$ cat src/rtl/tlv_i2c_arb_pkg.sv
// Shared types and widths for the TLV493 I2C master arbiter.
package tlv_i2c_arb_pkg;

   typedef enum logic [1:0] {
      IDLE,
      WAIT_BUSY,
      RUN,
      GAP
   } arb_state_e;

   localparam int I2C_ADDR_W = 7;
   localparam int NBYTES_W   = 8;
   localparam int DATA_W     = 32;

   localparam logic [I2C_ADDR_W-1:0] TLV_I2C_ADDR = 7'h5e;

   // Index width that stays legal for a single requester.
   function automatic int idx_width(input int n);
      return (n > 1) ? $clog2(n) : 1;
   endfunction

endpackage

$ cat src/rtl/tlv_i2c_arbiter_rr_picker.sv
// Combinational round-robin picker: first set request at or after ptr_i, wrapping.
module rr_picker #(
   parameter int NUM_REQ = 4,
   parameter int IDX_W   = 2
) (
   input  logic [NUM_REQ-1:0] req_i,
   input  logic [IDX_W-1:0]   ptr_i,
   output logic [NUM_REQ-1:0] grant_o,
   output logic [IDX_W-1:0]   idx_o
);

   always_comb begin
      logic             found;
      logic [IDX_W-1:0] cand;
      found   = 1'b0;
      cand    = '0;
      grant_o = '0;
      idx_o   = '0;
      for (int i = 0; i < NUM_REQ; i++) begin
         cand = IDX_W'((int'(ptr_i) + i) % NUM_REQ);
         if (!found && req_i[cand]) begin
            found         = 1'b1;
            idx_o         = cand;
            grant_o[cand] = 1'b1;
         end
      end
   end

endmodule

$ cat src/rtl/tlv_i2c_arbiter.sv
// Shares one i2c_master between NUM_REQ requesters, one whole transaction per grant,
// round-robin, with a start timeout and an enforced bus-free gap between transactions.
module tlv_i2c_arbiter
   import tlv_i2c_arb_pkg::*;
#(
   parameter int NUM_REQ         = 4,
   parameter int CLOCK_SPEED_HZ  = 50_000_000,
   parameter int START_TIMEOUT   = 1000,
   parameter int BUS_FREE_CYCLES = CLOCK_SPEED_HZ / 400_000
) (
   input  logic                       clock,
   input  logic                       reset,
   input  logic [NUM_REQ-1:0]         req,
   input  logic [7*NUM_REQ-1:0]       req_addr,
   input  logic [NUM_REQ-1:0]         req_rw,
   input  logic [NUM_REQ-1:0]         req_read_only,
   input  logic [8*NUM_REQ-1:0]       req_nbytes,
   input  logic [32*NUM_REQ-1:0]      req_data_wr,
   output logic [NUM_REQ-1:0]         grant,
   output logic [NUM_REQ-1:0]         done,
   output logic [NUM_REQ-1:0]         err,
   output logic [NUM_REQ-1:0]         timeout,
   output logic [31:0]                rd_data,
   output logic [NUM_REQ-1:0]         rd_valid,
   output logic                       m_ena,
   output logic [6:0]                 m_addr,
   output logic                       m_rw,
   output logic                       m_read_only,
   output logic [7:0]                 m_nbytes,
   output logic [31:0]                m_data_wr,
   input  logic                       m_busy,
   input  logic                       m_ack_error,
   input  logic [7:0]                 m_byte_counter,
   input  logic [31:0]                m_data_rd,
   input  logic                       m_fifo_write_ack
);

   localparam int IDX_W   = idx_width(NUM_REQ);
   localparam int TMR_MAX = (START_TIMEOUT > BUS_FREE_CYCLES) ? START_TIMEOUT : BUS_FREE_CYCLES;
   localparam int TMR_W   = $clog2(TMR_MAX + 1);
   localparam logic [TMR_W-1:0] TO_LAST  = TMR_W'(START_TIMEOUT - 1);
   localparam logic [TMR_W-1:0] GAP_LAST = TMR_W'(BUS_FREE_CYCLES - 1);

   arb_state_e              state_q, state_d;
   logic [IDX_W-1:0]        ptr_q, ptr_d;
   logic [IDX_W-1:0]        owner_q, owner_d;
   logic [NUM_REQ-1:0]      grant_q, grant_d;
   logic [TMR_W-1:0]        timer_q, timer_d;
   logic [NUM_REQ-1:0]      done_q, done_d;
   logic [NUM_REQ-1:0]      err_q, err_d;
   logic [NUM_REQ-1:0]      timeout_q, timeout_d;
   logic                    m_ena_q, m_ena_d;
   logic [I2C_ADDR_W-1:0]   m_addr_q, m_addr_d;
   logic                    m_rw_q, m_rw_d;
   logic                    m_read_only_q, m_read_only_d;
   logic [NBYTES_W-1:0]     m_nbytes_q, m_nbytes_d;
   logic [DATA_W-1:0]       m_data_wr_q, m_data_wr_d;

   logic [NUM_REQ-1:0]      pick_grant;
   logic [IDX_W-1:0]        pick_idx;

   rr_picker #(
      .NUM_REQ (NUM_REQ),
      .IDX_W   (IDX_W)
   ) u_picker (
      .req_i   (req),
      .ptr_i   (ptr_q),
      .grant_o (pick_grant),
      .idx_o   (pick_idx)
   );

   function automatic logic [IDX_W-1:0] next_idx(input logic [IDX_W-1:0] i);
      return (int'(i) == NUM_REQ - 1) ? '0 : i + IDX_W'(1);
   endfunction

   always_comb begin
      state_d       = state_q;
      ptr_d         = ptr_q;
      owner_d       = owner_q;
      grant_d       = grant_q;
      timer_d       = timer_q;
      done_d        = '0;
      err_d         = '0;
      timeout_d     = '0;
      m_ena_d       = m_ena_q;
      m_addr_d      = m_addr_q;
      m_rw_d        = m_rw_q;
      m_read_only_d = m_read_only_q;
      m_nbytes_d    = m_nbytes_q;
      m_data_wr_d   = m_data_wr_q;

      unique case (state_q)
         IDLE: begin
            if (|req) begin
               grant_d = pick_grant;
               owner_d = pick_idx;
               m_ena_d = 1'b1;
               timer_d = '0;
               for (int i = 0; i < NUM_REQ; i++) begin
                  if (pick_grant[i]) begin
                     m_addr_d      = req_addr[i*I2C_ADDR_W +: I2C_ADDR_W];
                     m_rw_d        = req_rw[i];
                     m_read_only_d = req_read_only[i];
                     m_nbytes_d    = req_nbytes[i*NBYTES_W +: NBYTES_W];
                     m_data_wr_d   = req_data_wr[i*DATA_W +: DATA_W];
                  end
               end
               state_d = WAIT_BUSY;
            end
         end
         WAIT_BUSY: begin
            if (m_busy) begin
               state_d = RUN;
            end else if (timer_q == TO_LAST) begin
               // Advancing ptr on a timeout too keeps a dead requester from hogging the bus.
               m_ena_d   = 1'b0;
               done_d    = grant_q;
               err_d     = grant_q;
               timeout_d = grant_q;
               grant_d   = '0;
               timer_d   = '0;
               ptr_d     = next_idx(owner_q);
               state_d   = GAP;
            end else begin
               timer_d = timer_q + TMR_W'(1);
            end
         end
         RUN: begin
            if ((m_byte_counter >= m_nbytes_q) || m_ack_error) begin
               m_ena_d = 1'b0;
               done_d  = grant_q;
               err_d   = m_ack_error ? grant_q : '0;
               grant_d = '0;
               timer_d = '0;
               ptr_d   = next_idx(owner_q);
               state_d = GAP;
            end
         end
         GAP: begin
            if ((timer_q >= GAP_LAST) && !m_busy) begin
               state_d = IDLE;
            end else if (timer_q < GAP_LAST) begin
               timer_d = timer_q + TMR_W'(1);
            end
         end
         default: state_d = IDLE;
      endcase
   end

   always_ff @(posedge clock or posedge reset) begin
      if (reset) begin
         state_q       <= IDLE;
         ptr_q         <= '0;
         owner_q       <= '0;
         grant_q       <= '0;
         timer_q       <= '0;
         done_q        <= '0;
         err_q         <= '0;
         timeout_q     <= '0;
         m_ena_q       <= 1'b0;
         m_addr_q      <= '0;
         m_rw_q        <= 1'b0;
         m_read_only_q <= 1'b0;
         m_nbytes_q    <= '0;
         m_data_wr_q   <= '0;
      end else begin
         state_q       <= state_d;
         ptr_q         <= ptr_d;
         owner_q       <= owner_d;
         grant_q       <= grant_d;
         timer_q       <= timer_d;
         done_q        <= done_d;
         err_q         <= err_d;
         timeout_q     <= timeout_d;
         m_ena_q       <= m_ena_d;
         m_addr_q      <= m_addr_d;
         m_rw_q        <= m_rw_d;
         m_read_only_q <= m_read_only_d;
         m_nbytes_q    <= m_nbytes_d;
         m_data_wr_q   <= m_data_wr_d;
      end
   end

   assign grant       = grant_q;
   assign done        = done_q;
   assign err         = err_q;
   assign timeout     = timeout_q;
   assign rd_data     = m_data_rd;
   assign rd_valid    = {NUM_REQ{m_fifo_write_ack}} & grant_q;
   assign m_ena       = m_ena_q;
   assign m_addr      = m_addr_q;
   assign m_rw        = m_rw_q;
   assign m_read_only = m_read_only_q;
   assign m_nbytes    = m_nbytes_q;
   assign m_data_wr   = m_data_wr_q;

endmodule

$ cat config.mk
export PLATFORM = sky130hd
export DESIGN_NAME = tlv_i2c_arbiter
export DESIGN_NICKNAME = d
export VERILOG_FILES = /design/src/rtl/tlv_i2c_arb_pkg.sv /design/src/rtl/tlv_i2c_arbiter_rr_picker.sv /design/src/rtl/tlv_i2c_arbiter.sv
export SDC_FILE = /design/constraint.sdc
export NUM_CORES = 1
export LEC_CHECK = 0
export BUFFER_PORTS_ARGS = -buffer_cell sky130_fd_sc_hd__buf_2
export CORE_AREA = 2 2 134 136
export DETAILED_ROUTE_END_ITERATION = 8
export DIE_AREA = 0 0 136 138
export PLACE_DENSITY = 0.69
export REMOVE_ABC_BUFFERS = 1
export SETUP_SLACK_MARGIN = 0.1
export SLEW_MARGIN = 0
export SYNTH_ARGS = -nofsm -noshare
export SYNTH_HDL_FRONTEND = slang
export SYNTH_SLANG_ARGS = --single-unit
$ cat constraint.sdc
create_clock -name clock -period 3.95 [get_ports clock]
set_clock_uncertainty 0.2 [all_clocks]
set_input_delay 0.1975 -clock clock [delete_from_list [all_inputs] [get_ports clock]]
set_output_delay 0.1975 -clock clock [all_outputs]
set_load 0.005 [all_outputs]
== After elaboration in Yosys (flattened, before gate mapping) ==
Cells that the tools add are included.

* Flip-flop bits (word level): 82

* Multiplexer cells: 83
* Order comparisons: 11
* Bitwise logic cells: 4
* Equal/unequal tests: 13
* Reductions and logical operators: 24
* $add $sub $neg: 5

{| class="wikitable"
|+ Operator list
! operator !! number
|-
| $mux 32 || 4
|-
| $mux 10 || 6
|-
| $mux 4 || 14
|-
| $pmux 10 s4 || 1
|-
| $mux 8 || 4
|-
| $mux 7 || 4
|-
| $mux 2 || 13
|-
| $mux 1 || 23
|-
| $pmux 4 s2 || 2
|-
| $ne 2x2->1 const B || 7
|-
| $lt 2x3->1 const B || 4
|-
| $or 4x4->4 || 3
|-
| $pmux 4 s3 || 1
|-
| $add 10x1->10 const B || 1
|-
| $eq 10x10->1 const B || 1
|-
| $ge 10x7->1 const B || 1
|-
| $lt 10x7->1 const B || 1
|-
| $reduce_and 5->1 || 2
|-
| $bmux 1 s2 || 4
|-
| $demux 1 s2 || 4
|-
| $ge 2x1->1 const B || 4
|-
| $ge 8x8->1 || 1
|-
| $logic_and 1x1->1 || 8
|-
| $pmux 2 s4 || 1
|-
| 18 further kinds || 26
|}

== Depth between registers and ports, before layout ==
Gate-level depths: netlist of run 1.

* Word-level depth: 16
* Gate-level depth with buffers: 13
* Mapped depth without buffers: 8

== Cells and area by module ==
Synthesis of run 1 repeated with hierarchy kept, for this count alone.

* Cell total of the unflattened synthesis: 716
* Area total of the unflattened synthesis: 5731.7 sq um

{| class="wikitable"
|+ Modules (own cells, without submodules)
! module !! instances !! area each (sq um) !! seq. area each (sq um) !! cells an instance
|-
| tlv_i2c_arbiter || 1 || 5242.5 || 2052.0 || 651
|-
| rr_picker || 1 || 489.2 || 0.0 || 65
|}

== Worst setup path before layout of run 1 ==
No wires, ideal clock.

* Path type: flip-flop to flip-flop
* Start point: register ptr_q[0]
* End point: register m_data_wr_q[19] (netlist: m_data_wr[19])
* Setup time: 0.086 ns
* Slack: 0.598 ns
* Stages on the path, launching flop included: 14
* Period minus slack after synthesis: 3.352 ns
* Arrival time: 3.066 ns
* Buffers on the path: 5
* Cells stage by stage: dfrtp_1 > buf_2 > inv_1 > ha_1 > buf_4 > mux4_2 > nor2b_1 > a22o_1 > buf_2 > buf_4 > buf_6 > o31a_1 > a311o_1 > a32oi_1

* Longest elaborated chain between the ends: 15

{| class="wikitable"
|+ RTL lines
! element !! RTL line !! source
|-
| start, declared || tlv_i2c_arbiter.sv:45 || <nowiki>logic [IDX_W-1:0] ptr_q, ptr_d;</nowiki>
|-
| start signal, assigned || tlv_i2c_arbiter.sv:168 || <nowiki>ptr_q <= ptr_d;</nowiki>
|-
| branches (longest 11 deep; another with $lt 2x3->1) || n/a ||
|-
| $mux 4 (*) || tlv_i2c_arbiter_rr_picker.sv:21 || <nowiki>if (!found && req_i[cand]) begin</nowiki>
|-
| $mux 32 (3 in a row) || tlv_i2c_arbiter.sv:100 || <nowiki>if (pick_grant[i]) begin</nowiki>
|-
| end signal, assigned || tlv_i2c_arbiter.sv:180 || <nowiki>m_data_wr_q <= m_data_wr_d;</nowiki>
|-
| end, declared || tlv_i2c_arbiter.sv:57 || <nowiki>logic [DATA_W-1:0] m_data_wr_q, m_data_wr_d;</nowiki>
|}

Mark *: on every way between the ends. The select of a mux whose other input is x is not followed.
A chain may end at the register's enable or synchronous reset.

== Worst setup path in the final report of run 1 ==
* Start point: register ptr_q[1]
* End point: register m_data_wr_q[24] (netlist: m_data_wr[24])

The elaborated chain is that of the path after synthesis.

==> impl_summary.log, run 1 <==
INFO  metric wl_per_cell = 22.0 um
INFO  metric holdCritStartpoint = req_nbytes[27]
INFO  metric ios = 347
INFO  metric regToRegStartpoint = ptr_q[1]$_DFFE_PP0P_
INFO  metric die_x = 136 um
INFO  metric path_buf_inv = 3
INFO  metric design_area = between 8000 and 9000 um2
INFO  metric grtUsageTotal = 27.9%
INFO  metric leakage_dissipation = 4.40 nW
INFO  metric global_route_wire_length_before_repair = 41100 um
INFO  metric critical_path.startpoint_type = flip-flop
INFO  metric outcome = finished, final reports clean
INFO  metric worstPathCellList = inv_1 -> ha_1 -> or3b_1 -> a2111o_1 -> nand2_1 -> a221oi_1 -> buf_4 -> nand4_1 -> buf_4 -> a32oi_1
INFO  metric setup_tns = 0 ns
INFO  metric worst_slack = about 0.29 ns
INFO  metric drive_gt1_share = 34.3%
INFO  metric most_frequent_cell_on_critical_path = sky130_fd_sc_hd__buf_4
INFO  metric rsz_0062_raised_after_global_routing = false
INFO  metric final_common_cell = sky130_fd_sc_hd__buf_2
INFO  metric synth_top_cell_by_area = sky130_fd_sc_hd__dfrtp_1
INFO  metric p_switching = 0.00337 W
INFO  metric power_frac_clock = between 10% and 20%
INFO  metric first_global_vias = 7267
INFO  metric worstRegToRegCells = 10
INFO  metric min_to = m_nbytes[3]$_DFFE_PP0P_
INFO  metric cts-root-to-sink-buffers = 2
INFO  metric synth_warn = 0
INFO  metric dp_slack = 0.277 ns
INFO  metric syn-instance-count = 794
INFO  metric post_synth_instance_area = 6750 um2
INFO  metric final_core_util = 49.5%
INFO  metric critical-path-top-delay-family = compound AO/OA/AOI/OAI gates
INFO  metric critPathMaxStageDelay = 0.54 ns
INFO  metric netlist.area_leader.share = 30.4%
INFO  metric finalMaxSlewViolations = 0
INFO  metric tritoncts = yes
INFO  metric synth-edff-count = 0
INFO  metric synth_area_per_cell = 8.51 um2
INFO  metric dieArea = 18800 um2
INFO  metric nets = 1286
INFO  metric max_freq = 273 MHz
INFO  metric vias = 7720
INFO  metric worstSetupEndpointType = flip-flop
INFO  metric hold_viol_final = 0
INFO  metric ctsHtreeMaxLevel = 3
INFO  metric relSlewSlack = 22.7%
INFO  metric power.density_cell_area = 805 nW/um2
INFO  metric grt_start_max_net_pins = 53
INFO  metric postSynth.asyncResetShare = 100%
INFO  metric most-common-layout-cells = sky130_fd_sc_hd__buf_2 (282), sky130_fd_sc_hd__inv_1 (110), sky130_fd_sc_hd__dfrtp_1 (82), sky130_fd_sc_hd__a21oi_1 (60), sky130_fd_sc_hd__nand4_1 (54)
INFO  metric placedInstanceArea = 8110 um2
INFO  metric cts_made_buffers = 9
INFO  metric hpwl = ~19000 um
INFO  metric postRouteWirelength = 27800 um
INFO  metric portBuffers = 282
INFO  metric final_period_minus_worst_setup_slack = 3.66 ns
INFO  metric placementRows = 49
INFO  metric seq_area_frac_synth = 30.4%
INFO  metric gpl.final_weighted_congestion = 0.941
INFO  metric worst_pin_slew = 1.16 ns
INFO  metric clock-root-buffer = sky130_fd_sc_hd__clkbuf_16
INFO  metric power.ir.vdd_worst = 0.736 mV
INFO  metric number_of_vias_per_cell_after_detailed_routing = ~6.1
INFO  metric fillerInstances = 1709
INFO  metric r2r-end = m_data_wr[24]$_DFFE_PP0P_
INFO  metric drt_first_pass_iters = 9
INFO  metric grt-ovfl-total = 0
INFO  metric critical_path_class = flip-flop to flip-flop
INFO  metric clk_pin_slew = 0.07 ns
INFO  metric drc_violations_left = 0
INFO  metric area.growth.synth_to_final = 28.4%
INFO  metric maxCapViolCount = 0
INFO  metric number_of_failing_setup_endpoints_in_the_final_timing_report = 0
INFO  metric worst-endpoint-required = 3.93 ns
INFO  metric yosys.cell_types.count = 57
INFO  metric holdPathStages = 3
INFO  metric synth-main-ff-cell = sky130_fd_sc_hd__dfrtp_1
INFO  metric layout_worst_path_cycle_share = 92.8%
INFO  metric internal_power = ~0.0036 W
INFO  metric postRouteAntennaNets = 0
INFO  metric antenna_found_initial = 10
INFO  metric main_area_contributors_after_synthesis = sky130_fd_sc_hd__dfrtp_1 (30%), sky130_fd_sc_hd__a311o_1 (7.4%), sky130_fd_sc_hd__a32oi_1 (6.4%), sky130_fd_sc_hd__o31a_1 (6.4%), sky130_fd_sc_hd__inv_1 (6.2%)
INFO  metric clock-sinks = about 80
INFO  metric insertion_delay = roughly 0.35 ns
INFO  metric synth-seq-cells = 82
INFO  metric critical_path.slowest_cell = sky130_fd_sc_hd__a2111o_1
INFO  metric start_util = 38.5%
INFO  metric share_seq_of_total_power = slightly below 20%
INFO  metric worstHoldPathType = primary input to flip-flop
INFO  metric die_h = approximately 140 um
INFO  metric switching_share = 48.2%
INFO  metric reg2reg_slack = 0.29 ns
INFO  metric critical_path_arrival = roughly 3.6 ns
INFO  metric critical_path.max_fanout = 49
INFO  metric final.hold.worst_slack = 0.00532 ns
INFO  metric p_comb_share = 68.1%
INFO  metric floorplan.core_area = ~18000 um2
INFO  metric drt_iter0_markers = around 870
final cells by class:
class / instances / area (um2) / area share [%]
Sequential cell: 82 / 2050 / 23.7
Inverter: 111 / 418 / 4.82
Antenna cell: 9 / 22.5 / 0.260
Timing Repair Buffer: 338 / 1920 / 22.1
Tap cell: 229 / 287 / 3.30
Clock inverter: 3 / 21.3 / 0.245
Multi-Input combinational cell: 479 / 3680 / 42.5
Clock buffer: 13 / 270 / 3.12
worst min-delay path, delay by kind of cell:
| family | cells | cell delay (ns) |
|---|---|---|
| buf+inv | 1 | 0.08 |
| compound gates | 2 | 0.23 |
per-stage QoR:
step / instances / power [W]
after CTS: 1254 / 0.00692
after global routing: 1263 / 0.00745
after global placement: 1214 / 0.00597
final: 1264 / 0.00698
after detailed placement: 1214 / 0.00603
after floorplan: 672 / 0.00433
routing by layer:
| layer | share of wire (%) | global-route usage, % | vias up |
|---|---|---|---|
| met5 | 0.047 | 2.12 | - |
| li1 | - | - | 3457 |
| met3 | 11 | 8.84 | 88 |
| met1 | 40 | 35.8 | 3640 |
| met4 | 4.5 | 13.8 | 2 |
| met2 | 44 | 42.1 | 533 |
kinds of logic (layout without fill, tap and decap cells):
family | after synthesis | in the layout | share of synthesized area [%]
AO/OA/AOI/OAI | 305 | 305 | 35.3
buffers and inverters | 233 | 465 | 15.9
AND/OR/NAND/NOR | 141 | 141 | 12.1
flip-flops | 82 | 82 | 30.4
adder cells (fa/ha/maj) | 20 | 20 | 3.71
multiplexers | 13 | 13 | 2.59
other | 0 | 9 | 0
worst max path at each step:
stage               cells past startpoint  slack (ns)            startpoint                         to
floorplan                               8       -1.72  ptr_q[0]$_DFFE_PP0P_  m_data_wr[13]$_DFFE_PP0P_
global placement                        9        0.39  ptr_q[1]$_DFFE_PP0P_    m_nbytes[7]$_DFFE_PP0P_
detailed placement                      9        0.28  ptr_q[1]$_DFFE_PP0P_   m_data_wr[0]$_DFFE_PP0P_
CTS                                     9        0.29  ptr_q[1]$_DFFE_PP0P_   m_data_wr[0]$_DFFE_PP0P_
global route                           10        0.13  ptr_q[1]$_DFFE_PP0P_   m_data_wr[1]$_DFFE_PP0P_
finish                                 10        0.29  ptr_q[1]$_DFFE_PP0P_  m_data_wr[24]$_DFFE_PP0P_
cell usage after synthesis (all sizes together), types with 5 or more instances:
library cell  instances
mux2                  6
a21oi                60
o31ai                50
or3                   8
nor3                  5
o31a                 49
inv                 111
and2                  9
clkbuf               51
ha                   20
nand4                54
nand3                 5
nand2                19
a32oi                49
dfrtp                82
a311o                50
buf                  71
nor2                 12
and3                 11
nor2b                 6
o21ai                13
power groups by stage:
| stage | Sequential (W) | Combinational (W) | Clock (W) |
|---|---|---|---|
| 2_1_floorplan | 0.00139 | 0.00294 | 0 |
| 6_report | 0.00138 | 0.00475 | 0.000851 |
| 3_5_place_dp | 0.00138 | 0.00464 | 0 |
| 5_1_grt | 0.00141 | 0.00513 | 0.000904 |
| 4_1_cts | 0.00137 | 0.00467 | 0.000875 |
| 3_3_place_gp | 0.00138 | 0.00459 | 0 |
registers in the layout (all words and copies together), names as in the netlist:
register     flops
timer_q         10
timeout          4
m_rw             1
m_addr           7
m_read_only      1
ptr_q            2
m_data_wr       32
done             4
err              4
owner_q          2
m_nbytes         8
grant            4
state_q          2
m_ena            1
timing repair:
item / 4_1_cts / 5_1_grt
buffers inserted: 0 / 1
hold endpoints to repair: 74 / 0
setup endpoints to repair: 0 / 16
resized for setup: 0 / 1
hold buffers: 24 / 0
(Power assumes the default switching activity.)
==> inputs of run 2 (changes only) <==
--- a/config.mk
+++ b/config.mk
@@ -9,6 +9,7 @@
 export CORE_AREA = 2 2 134 136
 export DETAILED_ROUTE_END_ITERATION = 8
 export DIE_AREA = 0 0 136 138
+export HOLD_SLACK_MARGIN = 0.12
 export PLACE_DENSITY = 0.69
 export REMOVE_ABC_BUFFERS = 1
 export SETUP_SLACK_MARGIN = 0.1
==> constraint.sdc (replaced) <==
create_clock -name clock -period 4.4 [get_ports clock]
set_clock_uncertainty 0.2 [all_clocks]
set_input_delay 0.22 -clock clock [delete_from_list [all_inputs] [get_ports clock]]
set_output_delay 0.22 -clock clock [all_outputs]
set_load 0.005 [all_outputs]
==> run 2 against run 1 <==
Core utilization grew 4.3 points. Via count up 4.8%. Combinational power grew 2%. Clock power up 5.6%. Final cell count up 5.0%. Die area did not move. Register-to-register slack better by 0.03 ns. Routed wire length increased by 3.6%. Sequential power decreased by 10%. Clock-buffer cell count fell by 4. Final area increased by 8.6%. First-iteration DRC count fell by 6.7%. Critical path type unchanged. Largest cell class unchanged.
==> impl_summary.log, run 2 (same netlist as run 1, synthesis figures left out) <==
INFO  metric outcome = finished, final reports clean
INFO  metric hpwl = 18700 um (-1.1%)
INFO  metric tritoncts = yes
INFO  metric antenna_found_initial = 10 (unchanged)
INFO  metric power.density_cell_area = 743 nW/um2 (-7.6%)
INFO  metric final_period_minus_worst_setup_slack = 4.09 ns (+0.422 ns)
INFO  metric critPathMaxStageDelay = 0.58 ns (+0.04 ns)
INFO  metric hold_viol_final = 0 (unchanged)
INFO  metric critical_path.slowest_cell = sky130_fd_sc_hd__dlygate4sd3_1
INFO  metric clock-sinks = 82 (unchanged)
INFO  metric final_common_cell = sky130_fd_sc_hd__buf_2
INFO  metric cts_made_buffers = 9 (unchanged)
INFO  metric power.ir.vdd_worst = 0.484 mV (-34%)
INFO  metric start_util = 38.5% (unchanged)
INFO  metric design_area = 9420 um2 (+8.6%)
INFO  metric insertion_delay = 0.35 ns (about the same)
INFO  metric switching_share = 45.2% (-3.1 points)
INFO  metric grt_start_max_net_pins = 50 (-5.7%)
INFO  metric area.growth.synth_to_final = 39.5%
INFO  metric drc_violations_left = 0 (unchanged)
INFO  metric worst-endpoint-required = 4.48 ns (+0.55 ns)
INFO  metric critical_path.max_fanout = 30 (-39%)
INFO  metric postRouteWirelength = 28900 um (+3.6%)
INFO  metric global_route_wire_length_before_repair = 43800 um (+6.6%)
INFO  metric relSlewSlack = 41.3% (+19 points)
INFO  metric fillerInstances = 1628 (-4.7%)
INFO  metric nets = 1348 (+4.8%)
INFO  metric ctsHtreeMaxLevel = 3 (unchanged)
INFO  metric worst_slack = 0.313 ns (+0.0283 ns)
INFO  metric floorplan.core_area = 17500 um2 (unchanged)
INFO  metric internal_power = 0.00384 W (+6.3%)
INFO  metric number_of_vias_per_cell_after_detailed_routing = 6.10 (-0.19%)
INFO  metric grtUsageTotal = 29.3% (+1.3 points)
INFO  metric critical_path_class = flip-flop to flip-flop
INFO  metric ios = 347 (unchanged)
INFO  metric design_power_total = 0.00700 W (+0.34%)
INFO  metric placementRows = 49 (unchanged)
INFO  metric cts-root-to-sink-buffers = 2 (unchanged)
INFO  metric portBuffers = 282 (unchanged)
INFO  metric maxCapViolCount = 0 (unchanged)
INFO  metric p_switching = 0.00316 W (-6.0%)
INFO  metric vias = 8089 (+4.8%)
INFO  metric dp_slack = 0.721 ns (+0.444 ns)
INFO  metric power_frac_clock = 12.8% (+0.6 points)
INFO  metric rsz_0062_raised_after_global_routing = false
INFO  metric postRouteAntennaNets = 0 (unchanged)
INFO  metric clock-root-buffer = sky130_fd_sc_hd__clkbuf_16
INFO  metric drive_gt1_share = 32.1% (-2.2 points)
INFO  metric dieArea = 18800 um2 (unchanged)
INFO  metric most-common-layout-cells = sky130_fd_sc_hd__buf_2 (282), sky130_fd_sc_hd__inv_1 (110), sky130_fd_sc_hd__dlygate4sd3_1 (91), sky130_fd_sc_hd__dfrtp_1 (81), sky130_fd_sc_hd__a21oi_1 (60)
INFO  metric gpl.final_weighted_congestion = 0.930 (-1.2%)
INFO  metric p_comb_share = 69.5% (+1.4 points)
INFO  metric first_global_vias = 7789 (+7.2%)
INFO  metric worstSetupEndpointType = flip-flop
INFO  metric die_h = 138 um (unchanged)
INFO  metric critical_path_arrival = 4.17 ns (+0.53 ns)
INFO  metric drt_first_pass_iters = 6 (-3)
INFO  metric grt-ovfl-total = 0 (unchanged)
INFO  metric share_seq_of_total_power = 17.7% (-2.1 points)
INFO  metric drt_iter0_markers = 811 (-6.7%)
INFO  metric reg2reg_slack = 0.31 ns (+0.03 ns)
INFO  metric critical_path.startpoint_type = flip-flop
INFO  metric worstHoldPathType = primary input to flip-flop
INFO  metric largest_register_ff_count = 32 (unchanged)
INFO  metric number_of_failing_setup_endpoints_in_the_final_timing_report = 0 (unchanged)
INFO  metric leakage_dissipation = 4.66 nW (+5.9%)
INFO  metric worstPathCellList = inv_1 -> ha_2 -> or3b_1 -> a2111o_1 -> a21boi_4 -> buf_4 -> o31ai_1 -> a311o_1 -> a32oi_1 -> dlygate4sd3_1
INFO  metric placedInstanceArea = 8110 um2 (unchanged)
INFO  metric layout_worst_path_cycle_share = 92.9% (+0.095 points)
INFO  metric wl_per_cell = 21.7 um (-1.3%)
INFO  metric post_cts.repair.setup_buffers = 0 (unchanged)
INFO  metric die_x = 136 um (unchanged)
INFO  metric clk_pin_slew = 0.07 ns (about the same)
INFO  metric finalMaxSlewViolations = 0 (unchanged)
INFO  metric worst_pin_slew = 0.880 ns (-0.280 ns)
INFO  metric max_freq = 245 MHz (-10%)
-- run 2: worst paths after layout --
check / from / end / cells past startpoint
worst max-delay path: ptr_q[1]$_DFFE_PP0P_ / m_data_wr[23]$_DFFE_PP0P_ / 10
worst min-delay path: req_data_wr[58] / m_data_wr[26]$_DFFE_PP0P_ / 4
worst max register to register: ptr_q[1]$_DFFE_PP0P_ / m_data_wr[23]$_DFFE_PP0P_ / 10
worst min register to register: owner_q[1]$_DFFE_PP0P_ / owner_q[1]$_DFFE_PP0P_ / 1
max in group asynchronous: reset / m_nbytes[5]$_DFFE_PP0P_ / 4
min in group asynchronous: reset / done[2]$_DFF_PP0_ / 3
-- run 2: area by class of cell --
| type | instances | area (um2) | share of cell area, % |
|---|---|---|---|
| clock inverters | 6 | 115 | 1.22 |
| repair buffers | 399 | 2580 | 27.4 |
| clock buffers | 9 | 225 | 2.39 |
| flip-flops and latches | 82 | 2050 | 21.8 |
| multi-input cells | 480 | 3710 | 39.4 |
| inverters | 111 | 418 | 4.44 |
| well taps | 229 | 287 | 3.04 |
| diodes | 11 | 27.5 | 0.292 |
-- run 2: critical path: cells and delay by family (launching register included) --
| kind | cells | cell delay [ns] |
|---|---|---|
| compound gates | 5 | 1.50 |
| buf+inv | 3 | 1.10 |
| flops | 1 | 0.46 |
| simple gates | 1 | 0.40 |
| fa+ha+maj | 1 | 0.35 |
-- run 2: per-stage QoR --
stage	util (%)	std cells	hold slack (ns)	TNS, ns
global placement	46.2	1209	0.184	0
finish	53.7	1327	0.130	0
floorplan	-	672	0.240	-60.66
CTS	53.4	1315	0.121	0
detailed placement	46.2	1209	0.194	0
global route	53.7	1323	0.144	0
-- run 2: repair_timing --
action | CTS | global route
hold buffers | 91 | 0
gates resized for setup | 0 | 5
setup endpoints to repair | 0 | 41
endpoints found under the hold margin | 91 | 0
-- run 2: power by group through the flow --
stage / clock network [W] / registers, W / logic (W)
CTS: 0.000909 / 0.00123 / 0.00470
finish: 0.000899 / 0.00124 / 0.00486
global placement: 0 / 0.00124 / 0.00412
floorplan: 0 / 0.00125 / 0.00264
detailed placement: 0 / 0.00124 / 0.00418
global route: 0.000940 / 0.00127 / 0.00524
-- run 2: metal layers --
metal,part of all wire [%],global-route usage (%),up-vias
met5,0,2.12,-
met4,5.0,14.4,0
met3,11,9.35,127
met2,44,43.2,584
met1,40,38.3,3787
li1,-,-,3591
